**src/rtl/uart_cmd_sequencer.sv**
```systemverilog
// uart_cmd_sequencer
//   Command controller sitting between uartRX/uartTX and the ALU. Decodes command
//   bytes (opcode = byte[7:4], payload = byte[3:0]), writes the ALU operand B and
//   opcode registers, snapshots the ALU result/flags on READ and sequences 1- or
//   2-byte replies through the transmitter's send/busy handshake.
//
// Ports
//   clk        in   1  system clock
//   rst        in   1  asynchronous, active-high reset
//   rx_data    in   8  byte from uartRX
//   rx_valid   in   1  uartRX valid (level; only the rising edge is used)
//   alu_y      in   4  ALU result Y
//   alu_flags  in   4  ALU flags {Z,N,C,V}
//   tx_busy    in   1  uartTX busy
//   tx_data    out  8  byte to uartTX, held from tx_send until tx_busy falls
//   tx_send    out  1  one-cycle start pulse to uartTX
//   b_out      out  4  ALU operand B register
//   op_out     out  2  ALU opcode register
//   cmd_busy   out  1  high whenever the sequencer is not idle
//   overrun    out  1  sticky: a byte was dropped because the pending slot was full
//   tx_timeout out  1  sticky: tx_busy never rose within TX_TO cycles of tx_send
module uart_cmd_sequencer #(
    parameter int          SETTLE_CYC = 2,
    parameter int          TX_TO      = 16,
    parameter logic [7:0]  NAK_BYTE   = 8'hEE,
    parameter logic [7:0]  PING_BYTE  = 8'h55
) (
    input  logic       clk,
    input  logic       rst,
    input  logic [7:0] rx_data,
    input  logic       rx_valid,
    input  logic [3:0] alu_y,
    input  logic [3:0] alu_flags,
    input  logic       tx_busy,
    output logic [7:0] tx_data,
    output logic       tx_send,
    output logic [3:0] b_out,
    output logic [1:0] op_out,
    output logic       cmd_busy,
    output logic       overrun,
    output logic       tx_timeout
);

    localparam logic [2:0] IDLE    = 3'd0;
    localparam logic [2:0] DECODE  = 3'd1;
    localparam logic [2:0] SETTLE  = 3'd2;
    localparam logic [2:0] SEND    = 3'd3;
    localparam logic [2:0] WAIT_HI = 3'd4;
    localparam logic [2:0] WAIT_LO = 3'd5;

    localparam int ST_W = (SETTLE_CYC > 1) ? $clog2(SETTLE_CYC) : 1;
    localparam int TO_W = (TX_TO > 1) ? $clog2(TX_TO) : 1;
    localparam logic [ST_W-1:0] ST_LAST = ST_W'(SETTLE_CYC - 1);
    localparam logic [TO_W-1:0] TO_LAST = TO_W'(TX_TO - 1);

    logic [2:0]      state;
    logic            rx_prev;
    logic            rx_edge;
    logic            pend_full;
    logic [7:0]      pend_byte;
    logic [7:0]      cmd_byte;
    logic            has_second;
    logic [7:0]      second_byte;
    logic [ST_W-1:0] st_cnt;
    logic [TO_W-1:0] to_cnt;

    assign rx_edge  = rx_valid && !rx_prev;
    assign cmd_busy = (state != IDLE);

    // Byte capture, pending slot, command decode and the reply handshake FSM.
    // In IDLE a waiting pending byte wins over a fresh edge; a fresh edge in that
    // same cycle refills the slot instead of being dropped.
    always_ff @(posedge clk or posedge rst) begin
        if (rst) begin
            state       <= IDLE;
            rx_prev     <= 1'b0;
            pend_full   <= 1'b0;
            pend_byte   <= 8'h00;
            cmd_byte    <= 8'h00;
            has_second  <= 1'b0;
            second_byte <= 8'h00;
            st_cnt      <= '0;
            to_cnt      <= '0;
            tx_data     <= 8'h00;
            tx_send     <= 1'b0;
            b_out       <= 4'h0;
            op_out      <= 2'b00;
            overrun     <= 1'b0;
            tx_timeout  <= 1'b0;
        end else begin
            rx_prev <= rx_valid;
            tx_send <= 1'b0;

            if (state == IDLE && pend_full) begin
                if (rx_edge) begin
                    pend_byte <= rx_data;
                end else begin
                    pend_full <= 1'b0;
                end
            end else if (rx_edge && state != IDLE) begin
                if (pend_full) begin
                    overrun <= 1'b1;
                end else begin
                    pend_full <= 1'b1;
                    pend_byte <= rx_data;
                end
            end

            case (state)
                IDLE: begin
                    if (pend_full) begin
                        cmd_byte <= pend_byte;
                        state    <= DECODE;
                    end else if (rx_edge) begin
                        cmd_byte <= rx_data;
                        state    <= DECODE;
                    end
                end

                DECODE: begin
                    has_second <= 1'b0;
                    state      <= SEND;
                    case (cmd_byte[7:4])
                        4'h0: tx_data <= PING_BYTE;
                        4'h1: begin
                            b_out   <= cmd_byte[3:0];
                            tx_data <= {4'hA, cmd_byte[3:0]};
                        end
                        4'h2: begin
                            op_out  <= cmd_byte[1:0];
                            tx_data <= {4'hB, 2'b00, cmd_byte[1:0]};
                        end
                        4'h3: begin
                            st_cnt <= '0;
                            state  <= SETTLE;
                        end
                        default: tx_data <= NAK_BYTE;
                    endcase
                end

                // Give the combinational ALU time to settle before snapshotting.
                SETTLE: begin
                    if (st_cnt == ST_LAST) begin
                        tx_data     <= {4'h0, alu_y};
                        second_byte <= {4'h0, alu_flags};
                        has_second  <= 1'b1;
                        state       <= SEND;
                    end else begin
                        st_cnt <= st_cnt + 1'b1;
                    end
                end

                SEND: begin
                    if (!tx_busy) begin
                        tx_send <= 1'b1;
                        to_cnt  <= '0;
                        state   <= WAIT_HI;
                    end
                end

                // A transmitter that never acknowledges is treated as having sent
                // the byte; WAIT_LO then completes as soon as tx_busy is low.
                WAIT_HI: begin
                    if (tx_busy) begin
                        state <= WAIT_LO;
                    end else if (TX_TO != 0 && to_cnt == TO_LAST) begin
                        tx_timeout <= 1'b1;
                        state      <= WAIT_LO;
                    end else begin
                        to_cnt <= to_cnt + 1'b1;
                    end
                end

                WAIT_LO: begin
                    if (!tx_busy) begin
                        if (has_second) begin
                            tx_data    <= second_byte;
                            has_second <= 1'b0;
                            state      <= SEND;
                        end else begin
                            state <= IDLE;
                        end
                    end
                end

                default: state <= IDLE;
            endcase
        end
    end

endmodule

```
**config.mk**
```make
export PLATFORM = sky130hd
export DESIGN_NAME = uart_cmd_sequencer
export DESIGN_NICKNAME = d
export VERILOG_FILES = /design/src/rtl/uart_cmd_sequencer.sv
export SDC_FILE = /design/constraint.sdc
export NUM_CORES = 1
export LEC_CHECK = 0
export CORE_ASPECT_RATIO = 1.5
export CORE_MARGIN = 1.5
export CORE_UTILIZATION = 40
export CTS_CLUSTER_DIAMETER = 30
export DETAILED_ROUTE_END_ITERATION = 12
export PLACE_DENSITY = 0.69
export SLEW_MARGIN = 20
export SYNTH_ARGS = -nofsm -noshare
export SYNTH_HDL_FRONTEND = slang
export SYNTH_SLANG_ARGS = --single-unit
```
**constraint.sdc**
```tcl
create_clock -name clk -period 2.82 [get_ports clk]
set_input_delay 0.564 -clock clk [delete_from_list [all_inputs] [get_ports clk]]
set_output_delay 0.564 -clock clk [all_outputs]
set_load 0.005 [all_outputs]
```
==> impl_results.md <==
* Clock tree root buffer cell: clkbuf_8
* Syn Nets at around 220
* CP Max Fanout at 16
* I/O pin count at 38
* Wire length on met3 at around 150 um
* Async S/R FF share, synth at 1.00
* Vias per inst at 5.19
* Dpl hpwl at roughly 3000 um
* DRC viols at 0
* Crit start category: flip-flop
* Die H at 94.9 um
* RSZ-0062 raised after global routing: false
* Routed WL per cell at approximately 14 um
* Non-filler cells in the finished layout at just over 300
* Post-synth top area cell: dfrtp_1
* Final Setup Violations at 0
* Area Overhead vs Synth at 23.5%
* Mapped Area at between 2000 and 2500 um2
* Core area at about 5500 um2
* Post-synth top area share at 0.523
* TritonCTS clock tree: built
* Worst reg2reg startpoint: state[1]
* CP startpoint: state[1]
* TritonRoute pass-1 iters at 4
* Clock Path Buffers at 2
* Fmax at roughly 420 MHz
* Cell Count Post-Placement at 296
* Htree depth at 2
* Slew margin rel. at 0.462
* Power per cell area at approximately 1100 nW/um2
* Layout cell share with drive strength beyond 1 at 0.192
* Final period util at 0.854
* Initial DRC count at 35
* PostCTS Resize Cnt at 0
* Distinct cells, synth at 47
* GRT Residual Overflow at 0
* Post-route ant nets at 0
* Post-Syn Instances at between 150 and 200
* Number of global-route vias before repair at about 1.6k
* Cell Rows at 33
* Setup TNS at 0 ns
* Met2 routed WL at roughly 2100 um
* Final instance area at around 2800 um2
* Fin. Hold Viols at 0
* Wire length on met1 at between 1500 and 2000 um
* Peak supply drop at approximately 360 uV
* CTS buffer count at 5
* Final total power at slightly below 3 mW
* Synth Flop Type: dfrtp_1
* Total Routing Usage GR at 0.155
* Fin nets at between 200 and 300
* Synth cell count leaders: dfrtp_1, mux2_2, o21ai_0
* Post-CTS Setup Inserts at 0
* Diode count at 0
* Setup Skew at ~0.01 ns
* Syn Area/Cell at 11.5 um2
* Routability Congestion at approximately 0.8
* Via count at ~1.6k
* Crit path required time at around 2.3 ns
* Routed WL at 4170 um
* CP arrival at between 1.5 and 2 ns
* Post-synth EDFFs at 0
* HP Start: tx_timeout
* Most common cell in the netlist: dfrtp_1
* Max-cap violations at 0
* Pleak at between 1 and 1.5 nW
* Area of the die at between 6000 and 7000 um2
* Minimum clock period at 2.41 ns
* # hold bufs at CTS at 0
* Worst Setup End Kind: primary output
* Antenna violations before repair at 0
* Synthesis Warnings at 0
* Latest clock arrival within the worst-skew pair at 0.30 ns
* Clock transition at path regs at ~0.080 ns
* First-pass GRT wire length at 7450 um
* Top cells by area, synth: dfrtp_1, mux2_2, o21ai_0
* IO Port Bufs at 37
* Initial Util at 0.413
* Die X at 64.3 um
* Sequential share of the synthesized area at 0.523
* Clock Sinks at 47
* Outcome: completed
* Worst slew pin tran at roughly 0.8 ns
* Placed Instance Area at ~2700 um2
* Worst R2R Setup Slack at 0.74 ns
* Worst Setup Path Type: flip-flop to primary output
* Min-delay worst type: flip-flop to flip-flop
* Fin. max-slew vios at 0
* Max layer used: met4
* FF+latch count, synth at 47
* Largest net degree at the start of global routing at 48
[worst paths after layout]
path / endpoint / depth (start not counted)
max: cmd_busy / 3
min: tx_timeout / 2
max reg2reg: tx_data[3] / 4
min reg2reg: tx_timeout / 2
max in group asynchronous: b_out[3] / 3
min in group asynchronous: tx_send / 3
[through the flow]
stage / setup WS (ns) / util / hold WS, ns
after global placement: 0.568 / 0.492 / 0.449
after global routing: 0.247 / 0.510 / 0.509
after floorplan: 0.996 / - / 0.458
after detailed placement: 0.550 / 0.492 / 0.455
after CTS: 0.410 / 0.510 / 0.474
final: 0.411 / 0.510 / 0.468
[critical path: stages, from the launching register on]
cell	delay, ns
dfrtp_1	0.54
nor3_1	0.40
inv_1	0.14
clkdlybuf4s50_1	0.47
[report_power, final]
group,leakage [nW],internal [mW],switching [mW]
Combinational,0.564,0.749,0.520
Sequential,0.572,0.965,0.297
Clock,0.0474,0.200,0.230
[cell families after synthesis]
logic type | after synthesis | synth area share
buffers and inverters | 18 | 0.0361
AO/OA/AOI/OAI | 47 | 0.141
adder cells (fa/ha/maj) | 2 | 0.0100
multiplexers | 32 | 0.156
XOR/XNOR | 2 | 0.00778
AND/OR/NAND/NOR | 48 | 0.127
flip-flops | 47 | 0.523
[registers in the layout (all words and copies together) (netlist names), 2 cells and up]
register and flops:
second_byte 4, to_cnt 4, b_out 4, tx_data 7
state 3, pend_byte 8, cmd_byte 8, op_out 2
[metal layers]
metal	GRT usage	vias up
met5	0	-
met4	0.0585	0
met3	0.0286	5
met2	0.269	30
met1	0.191	767
li1	-	776
[cell usage in the layout, fill, tap and decap left out, types with 2 or more instances in the layout]
cell type and n:
a21o_1 2, a21oi_1 7, a22oi_1 3, a31oi_1 2
and2_1 2, buf_4 3, clkbuf_8 6, clkdlybuf4s50_1 37
dfrtp_1 47, inv_1 7, mux2_2 24, mux2i_1 8
nand2_1 17, nand2b_1 3, nand3_1 3, nor2_1 4
nor2b_1 3, nor3_1 3, nor3b_1 2, o21a_1 2
o21ai_0 18, o31ai_1 4, or2_2 2
[cell type report]
cell class,instances,area [um2]
Clock buffer,6,82.6
Clock inverter,2,16.3
Multi-Input combinational cell,131,993
Inverter,8,30.0
Timing Repair Buffer,40,393
Fill cell,515,2670
Sequential cell,47,1180
Tap cell,70,87.6
Note: power is estimated with default switching activity, not from simulation.
